File: config.mk
export PLATFORM = sky130hd
export DESIGN_NAME = grf_write_arbiter_flat
export DESIGN_NICKNAME = d
export VERILOG_FILES = /design/src/rtl/grf_wb_pkg.sv /design/src/rtl/grf_write_arbiter_if.sv /design/src/rtl/grf_wb_fifo.sv /design/src/rtl/grf_write_arbiter.sv /design/src/flat_wrapper.sv
export SDC_FILE = /design/constraint.sdc
export NUM_CORES = 1
export LEC_CHECK = 0
export BUFFER_PORTS_ARGS = -buffer_cell sky130_fd_sc_hd__buf_4
export CAP_MARGIN = 20
export CORE_MARGIN = 2
export CORE_UTILIZATION = 25
export CTS_BUF_LIST = sky130_fd_sc_hd__clkbuf_16
export CTS_CLUSTER_SIZE = 14
export DETAILED_ROUTE_END_ITERATION = 8
export PLACE_DENSITY = 0.44
export SYNTH_ARGS = -nofsm -noshare
export SYNTH_HDL_FRONTEND = slang
export SYNTH_SLANG_ARGS = --single-unit
export TNS_END_PERCENT = 10
File: constraint.sdc
create_clock -name clk -period 26.6 [get_ports clk]
set_input_delay 2.66 -clock clk [delete_from_list [all_inputs] [get_ports clk]]
set_output_delay 2.66 -clock clk [all_outputs]
set_load 0.03 [all_outputs]
File: src/rtl/grf_wb_pkg.sv
// ============================================================================
//  Module      : grf_wb_pkg
//  Description : Shared widths and the queued-write entry type for the GRF
//                write arbiter.
//  Revision    : 1.0 - initial release
// ============================================================================
`default_nettype none

package grf_wb_pkg;

    localparam int REG_AW = 5;
    localparam int DATA_W = 32;

    // One queued mult/div result; valid drops when a younger pipe write kills it
    typedef struct packed {
        logic              valid;
        logic [REG_AW-1:0] wa;
        logic [DATA_W-1:0] wd;
        logic [DATA_W-1:0] pc;
    } wb_entry_t;

endpackage

`default_nettype wire

File: src/rtl/grf_write_arbiter_if.sv
// ============================================================================
//  Module      : grf_write_arbiter_if
//  Description : Bundle of pipe W-stage, mult/div, decode-check and GRF write
//                signals around the write arbiter. slave = arbiter side.
//  Revision    : 1.0 - initial release
// ============================================================================
`default_nettype none

interface grf_write_arbiter_if #(
    parameter int DEPTH = 4
);
    import grf_wb_pkg::*;

    logic                  pipe_we;
    logic [REG_AW-1:0]     pipe_wa;
    logic [DATA_W-1:0]     pipe_wd;
    logic [DATA_W-1:0]     pipe_pc;
    logic                  md_valid;
    logic                  md_ready;
    logic [REG_AW-1:0]     md_wa;
    logic [DATA_W-1:0]     md_wd;
    logic [DATA_W-1:0]     md_pc;
    logic [REG_AW-1:0]     ra1;
    logic [REG_AW-1:0]     ra2;
    logic                  busy1;
    logic                  busy2;
    logic [$clog2(DEPTH):0] pending;
    logic                  RegWrite;
    logic [REG_AW-1:0]     WA;
    logic [DATA_W-1:0]     WD;
    logic [DATA_W-1:0]     PC;

    modport slave (
        input  pipe_we, pipe_wa, pipe_wd, pipe_pc,
        input  md_valid, md_wa, md_wd, md_pc,
        input  ra1, ra2,
        output md_ready, busy1, busy2, pending,
        output RegWrite, WA, WD, PC
    );

    modport master (
        output pipe_we, pipe_wa, pipe_wd, pipe_pc,
        output md_valid, md_wa, md_wd, md_pc,
        output ra1, ra2,
        input  md_ready, busy1, busy2, pending,
        input  RegWrite, WA, WD, PC
    );

endinterface

`default_nettype wire

File: src/rtl/grf_wb_fifo.sv
// ============================================================================
//  Module      : grf_wb_fifo
//  Description : DEPTH-entry circular queue of mult/div results with per-entry
//                valid, kill-by-address and live-entry address lookup.
//  Revision    : 1.0 - initial release
// ============================================================================
`default_nettype none

module grf_wb_fifo
    import grf_wb_pkg::*;
#(
    parameter int DEPTH = 4
) (
    input  wire logic                   clk,
    input  wire logic                   reset,
    input  wire logic                   i_push,
    input  wire wb_entry_t              i_push_entry,
    input  wire logic                   i_pop,
    input  wire logic                   i_kill_en,
    input  wire logic [REG_AW-1:0]      i_kill_wa,
    input  wire logic [REG_AW-1:0]      i_ra1,
    input  wire logic [REG_AW-1:0]      i_ra2,
    output logic                        o_busy1,
    output logic                        o_busy2,
    output wb_entry_t                   o_head,
    output logic                        o_empty,
    output logic                        o_full,
    output logic [$clog2(DEPTH):0]      o_count
);

    localparam int PTR_W = $clog2(DEPTH);
    localparam int CNT_W = PTR_W + 1;

    wb_entry_t        r_mem [DEPTH];
    logic [PTR_W-1:0] r_head;
    logic [PTR_W-1:0] r_tail;
    logic [CNT_W-1:0] r_count;

    assign o_head  = r_mem[r_head];
    assign o_count = r_count;
    assign o_empty = (r_count == '0);
    assign o_full  = (r_count == CNT_W'(DEPTH));

    // Queue storage: kill matching entries, retire head, append at tail.
    // A popped slot has its valid cleared so valid always implies occupied.
    always_ff @(posedge clk or posedge reset) begin
        if (reset) begin
            r_head  <= '0;
            r_tail  <= '0;
            r_count <= '0;
            for (int i = 0; i < DEPTH; i++) begin
                r_mem[i] <= '0;
            end
        end else begin
            for (int i = 0; i < DEPTH; i++) begin
                if (i_kill_en && r_mem[i].valid && (r_mem[i].wa == i_kill_wa)) begin
                    r_mem[i].valid <= 1'b0;
                end
            end
            if (i_pop) begin
                r_mem[r_head].valid <= 1'b0;
                r_head              <= r_head + PTR_W'(1);
            end
            if (i_push) begin
                r_mem[r_tail] <= i_push_entry;
                r_tail        <= r_tail + PTR_W'(1);
            end
            r_count <= r_count + CNT_W'(i_push) - CNT_W'(i_pop);
        end
    end

    // Decode hazard lookup over live entries only; $0 is never busy
    always_comb begin
        o_busy1 = 1'b0;
        o_busy2 = 1'b0;
        for (int i = 0; i < DEPTH; i++) begin
            if (r_mem[i].valid && (r_mem[i].wa == i_ra1) && (i_ra1 != '0)) o_busy1 = 1'b1;
            if (r_mem[i].valid && (r_mem[i].wa == i_ra2) && (i_ra2 != '0)) o_busy2 = 1'b1;
        end
    end

endmodule

`default_nettype wire

File: src/rtl/grf_write_arbiter.sv
// ============================================================================
//  Module      : grf_write_arbiter
//  Description : Merges W-stage writes and queued mult/div results onto the
//                single registered GRF write port. Pipe has priority; queued
//                results fill idle slots and are killed by younger pipe writes.
//                Optional macro WB_TRACE_EN prints each committed write.
//  Revision    : 1.0 - initial release
// ============================================================================
`default_nettype none

module grf_write_arbiter
    import grf_wb_pkg::*;
#(
    parameter int DEPTH = 4
) (
    input  wire logic         clk,
    input  wire logic         reset,
    grf_write_arbiter_if.slave bus
);

    logic              w_pipe_live;
    logic              w_push;
    logic              w_pop;
    logic              w_full;
    logic              w_empty;
    wb_entry_t         w_head;
    wb_entry_t         w_push_entry;

    logic              r_regwrite;
    logic [REG_AW-1:0] r_wa;
    logic [DATA_W-1:0] r_wd;
    logic [DATA_W-1:0] r_pc;

    // A write to $0 is treated as an idle slot
    assign w_pipe_live = bus.pipe_we && (bus.pipe_wa != '0);

    // Accepted results for $0, or for a register the concurrent pipe write
    // overwrites, complete the handshake but are never stored
    assign bus.md_ready = !w_full;
    assign w_push = bus.md_valid && !w_full && (bus.md_wa != '0) &&
                    !(w_pipe_live && (bus.md_wa == bus.pipe_wa));
    assign w_push_entry = '{valid: 1'b1, wa: bus.md_wa, wd: bus.md_wd, pc: bus.md_pc};

    // Killed heads drain without using the port; live heads need an idle slot
    assign w_pop = !w_empty && (!w_head.valid || !w_pipe_live);

    grf_wb_fifo #(
        .DEPTH (DEPTH)
    ) u_fifo (
        .clk          (clk),
        .reset        (reset),
        .i_push       (w_push),
        .i_push_entry (w_push_entry),
        .i_pop        (w_pop),
        .i_kill_en    (w_pipe_live),
        .i_kill_wa    (bus.pipe_wa),
        .i_ra1        (bus.ra1),
        .i_ra2        (bus.ra2),
        .o_busy1      (bus.busy1),
        .o_busy2      (bus.busy2),
        .o_head       (w_head),
        .o_empty      (w_empty),
        .o_full       (w_full),
        .o_count      (bus.pending)
    );

    // GRF port register: pipe first, then a live queue head, else no write
    always_ff @(posedge clk or posedge reset) begin
        if (reset) begin
            r_regwrite <= 1'b0;
            r_wa       <= '0;
            r_wd       <= '0;
            r_pc       <= '0;
        end else if (w_pipe_live) begin
            r_regwrite <= 1'b1;
            r_wa       <= bus.pipe_wa;
            r_wd       <= bus.pipe_wd;
            r_pc       <= bus.pipe_pc;
        end else if (!w_empty && w_head.valid) begin
            r_regwrite <= 1'b1;
            r_wa       <= w_head.wa;
            r_wd       <= w_head.wd;
            r_pc       <= w_head.pc;
        end else begin
            r_regwrite <= 1'b0;
        end
    end

    assign bus.RegWrite = r_regwrite;
    assign bus.WA       = r_wa;
    assign bus.WD       = r_wd;
    assign bus.PC       = r_pc;

`ifdef WB_TRACE_EN
    // Commit trace, one line per GRF write
    always_ff @(posedge clk) begin
        if (r_regwrite) $display("@%h: $%d <= %h", r_pc, r_wa, r_wd);
    end
`else
    // No commit trace in this build
`endif

endmodule

`default_nettype wire

File: src/flat_wrapper.sv
// flat-port wrapper written by rule: the top's interface ports become plain ports
module grf_write_arbiter_flat import grf_wb_pkg::*;
#(
    parameter int DEPTH = 4
)
  (clk, reset, bus_pipe_we, bus_pipe_wa, bus_pipe_wd, bus_pipe_pc, bus_md_valid, bus_md_wa, bus_md_wd, bus_md_pc, bus_ra1, bus_ra2, bus_md_ready, bus_busy1, bus_busy2, bus_pending, bus_RegWrite, bus_WA, bus_WD, bus_PC);
  grf_write_arbiter_if #(.DEPTH(DEPTH)) bus_i ();
  input  wire logic clk;
  input  wire logic reset;
  input wire logic [$bits(bus_i.pipe_we)-1:0] bus_pipe_we;
  input wire logic [$bits(bus_i.pipe_wa)-1:0] bus_pipe_wa;
  input wire logic [$bits(bus_i.pipe_wd)-1:0] bus_pipe_wd;
  input wire logic [$bits(bus_i.pipe_pc)-1:0] bus_pipe_pc;
  input wire logic [$bits(bus_i.md_valid)-1:0] bus_md_valid;
  input wire logic [$bits(bus_i.md_wa)-1:0] bus_md_wa;
  input wire logic [$bits(bus_i.md_wd)-1:0] bus_md_wd;
  input wire logic [$bits(bus_i.md_pc)-1:0] bus_md_pc;
  input wire logic [$bits(bus_i.ra1)-1:0] bus_ra1;
  input wire logic [$bits(bus_i.ra2)-1:0] bus_ra2;
  output wire logic [$bits(bus_i.md_ready)-1:0] bus_md_ready;
  output wire logic [$bits(bus_i.busy1)-1:0] bus_busy1;
  output wire logic [$bits(bus_i.busy2)-1:0] bus_busy2;
  output wire logic [$bits(bus_i.pending)-1:0] bus_pending;
  output wire logic [$bits(bus_i.RegWrite)-1:0] bus_RegWrite;
  output wire logic [$bits(bus_i.WA)-1:0] bus_WA;
  output wire logic [$bits(bus_i.WD)-1:0] bus_WD;
  output wire logic [$bits(bus_i.PC)-1:0] bus_PC;
  assign bus_i.pipe_we = bus_pipe_we;
  assign bus_i.pipe_wa = bus_pipe_wa;
  assign bus_i.pipe_wd = bus_pipe_wd;
  assign bus_i.pipe_pc = bus_pipe_pc;
  assign bus_i.md_valid = bus_md_valid;
  assign bus_i.md_wa = bus_md_wa;
  assign bus_i.md_wd = bus_md_wd;
  assign bus_i.md_pc = bus_md_pc;
  assign bus_i.ra1 = bus_ra1;
  assign bus_i.ra2 = bus_ra2;
  assign bus_md_ready = bus_i.md_ready;
  assign bus_busy1 = bus_i.busy1;
  assign bus_busy2 = bus_i.busy2;
  assign bus_pending = bus_i.pending;
  assign bus_RegWrite = bus_i.RegWrite;
  assign bus_WA = bus_i.WA;
  assign bus_WD = bus_i.WD;
  assign bus_PC = bus_i.PC;
  grf_write_arbiter #(.DEPTH(DEPTH)) u_core (.clk(clk), .reset(reset), .bus(bus_i));
endmodule
==> results.json <==
{
  "status": "complete, no violations",
  "wl_um": 43900,
  "die_area_um2": 68700,
  "leakage_nw": 8.71,
  "die_x_um": 262,
  "area_growth_syn_to_layout_pct": 22.3,
  "timing_worst_setup_path_type": "in2out",
  "syn_nets": 1302,
  "p_sw_uw": 945,
  "pwr-share-clk": 0.207,
  "antenna_found_initial": 1,
  "final_cell_mix": "dfrtp_1, mux2_2, buf_4, a21oi_1, nor2_1",
  "p_total_mw": 2.67,
  "synthFlopType": "dfrtp_1",
  "gp_congestion": 0.777,
  "clock_path_buffers": 3,
  "grt_max_degree": 163,
  "post-route-cell-area_um2": 20400,
  "drv_slew": 0,
  "hold_buffers": 0,
  "core_area_um2": 65900,
  "ctsResizeCount": 0,
  "wl_per_cell_um": 19.6,
  "finalSetupViolCount": 0,
  "final_hold_viol_count": 0,
  "track_usage": 0.129,
  "p_int_mw": 1.73,
  "syn_area_per_cell_um2": 14.6,
  "yosys_warnings": 0,
  "fin_crit_sh": 0.243,
  "rows": 94,
  "vias_per_cell": 4.47,
  "vias": 9997,
  "rsz0062_at_grt": "no",
  "critPathBufInv": 2,
  "grt_first_pass_wirelength_um": 67800,
  "ant_nets": 0,
  "start_util": 0.253,
  "fin_nets": 1509,
  "hpwl_um": 27200,
  "grt_pass1_vias": 10900,
  "cts-root-buf": "clkbuf_16",
  "synth-edff-count": 0,
  "fill_cells": 6610,
  "finalSetupTns_ps": 0,
  "fmax_mhz": 155,
  "drc": 0,
  "placed_area_um2": 19100,
  "syn_inst": 1140,
  "wl_met3_um": 2220,
  "highest_layer": "met5",
  "die_h_um": 262,
  "numClockSinks": 357,
  "required_ps": 23940,
  "drive_above_1_share": 0.461,
  "p_per_area_nw_per_um2": 131,
  "critical_path.cell_chain": "buf_4 > xor2_1 > nor4_1 > nand3_1 > nand4_1 > o21a_1 > buf_4",
  "h-tree-depth": 2,
  "async_flop_share": 1.00,
  "numCtsBuffers": 44,
  "worstSkewPairLatency_ps": 550,
  "relSlewSlack": 0.344,
  "power_frac_comb": 0.407,
  "final.setup_skew_ps": 13.0,
  "port_buffers": 227,
  "path_clk_slew_ps": 60,
  "drv_cap": 0,
  "wl_met2_um": 21500,
  "switching_share": 0.353,
  "cp_max_fo": 5,
  "worstSetupStartpointType": "input port",
  "hold_slack_ps": 481,
  "drt_iter0_markers": 476,
  "dr.pass1.iters": 7,
  "cp_top_family": "simple AND/OR/NAND/NOR gates",
  "tightest_slew_ps": 984,
  "crit_top_cell": "buf_4",
  "critPathCaptureType": "primary output",
  "yosysTopAreaCell": "dfrtp_1",
  "cts_tree": "built",
  "synth_area_um2": 16700,
  "cp_slowest_cell": "nor4_1",
  "ys_seq_area_frac": 0.536,
  "slowest_delay_ps": 350,
  "min_period_ps": 6460,
  "num_antenna_cells": 0,
  "synth.top_cell.area_share": 0.536,
  "ir_drop_mv": 0.0427,
  "pin_count": 228,
  "final_common_cell": "dfrtp_1",
  "synthDistinctLibCells": 33,
  "grt.overflow.total": 0,
  "synthTopCellsByArea": "dfrtp_1, mux2_2, mux4_2, mux2i_1, xor2_1",
  "seq_power_share": 0.387,
  "yosys_register_bits": 357,
  "post_cts_buffers": 0,
  "cp.arrival_ps": 3800,
  "hold_path_class": "reg2reg",
  "met1_length_um": 19400
}
-- power by group through the flow --
stage	logic (mW)	clock network, mW	registers, mW
detailed placement	1.11	0	1.05
CTS	1.11	0.576	1.04
finish	1.09	0.552	1.03
floorplan	0.747	0	1.07
global placement	1.09	0	1.04
global route	1.19	0.598	1.08
-- flip-flops by register name, summed over array words and instances (netlist names) --
| signal | flops |
|---|---|
| u_core.bus.RegWrite | 1 |
| u_core.u_fifo.r_mem | 280 |
| u_core.u_fifo.r_head | 2 |
| u_core.bus.WD | 32 |
| u_core.u_fifo.o_count | 3 |
| u_core.bus.PC | 32 |
| u_core.u_fifo.r_tail | 2 |
| u_core.bus.WA | 5 |
-- synthesized netlist by cell type (2+ instances only) --
library cell	number
o21a_1	2
clkbuf_1	38
mux2_1	25
ha_1	9
or4_1	3
nor4_1	8
dfrtp_1	357
buf_6	28
buf_1	7
inv_1	7
nand2_1	5
nand4_1	2
o41ai_1	4
xor2_1	42
buf_2	9
a21oi_1	73
xnor2_1	27
mux2_2	252
nand3_1	13
mux2i_1	70
nor3b_4	4
nor2_1	72
mux4_2	70
or2_2	4
-- metrics by stage --
stage               instances  worst slack [ps]  utilization
CTS                      2237             20140        0.309
detailed placement       2164             20150        0.289
floorplan                1140             14030            -
global placement         2164             20200        0.289
finish                   2238             20140        0.310
global route             2238             20020        0.310
-- layer usage --
metal | up-vias | track usage
li1 | 4550 | -
met5 | - | 0
met2 | 190 | 0.214
met1 | 5194 | 0.170
met4 | 2 | 0.0333
met3 | 61 | 0.0289
-- layout make-up --
class	instances	area [µm²]	share of cell area
Clock buffer	45	1130	0.0552
Inverter	7	33.8	0.00166
Multi-Input combinational cell	694	7180	0.352
Timing Repair Buffer	243	1860	0.0911
Sequential cell	357	8940	0.439
Tap cell	864	1080	0.0530
Clock inverter	28	166	0.00816
-- logic make-up after synthesis --
family | Yosys count | share of synthesized area
compound gates | 83 | 0.0274
flops | 357 | 0.536
fa+ha+maj | 10 | 0.00796
xor+xnor | 69 | 0.0363
buf+inv | 89 | 0.0333
simple gates | 115 | 0.0351
mux | 417 | 0.324
-- path summary, 6_finish.rpt --
| path | start | to | slack (ps) | depth (start not counted) |
|---|---|---|---|---|
| setup / recovery | bus_ra2[0] | bus_busy2 | 20140 | 7 |
| hold / removal | u_core.u_fifo.r_mem[61] | u_core.u_fifo.r_mem[61] | 480 | 1 |
| setup reg to reg | u_core.u_fifo.r_head[0] | u_core.bus.PC[24] | 23110 | 6 |
| hold reg to reg | u_core.u_fifo.r_mem[61] | u_core.u_fifo.r_mem[61] | 480 | 1 |
| max in group asynchronous | reset | u_core.u_fifo.r_mem[192] | 22890 | 3 |
| min in group asynchronous | reset | u_core.u_fifo.r_mem[164] | 2260 | 2 |
Note: power is estimated with default switching activity, not from simulation.
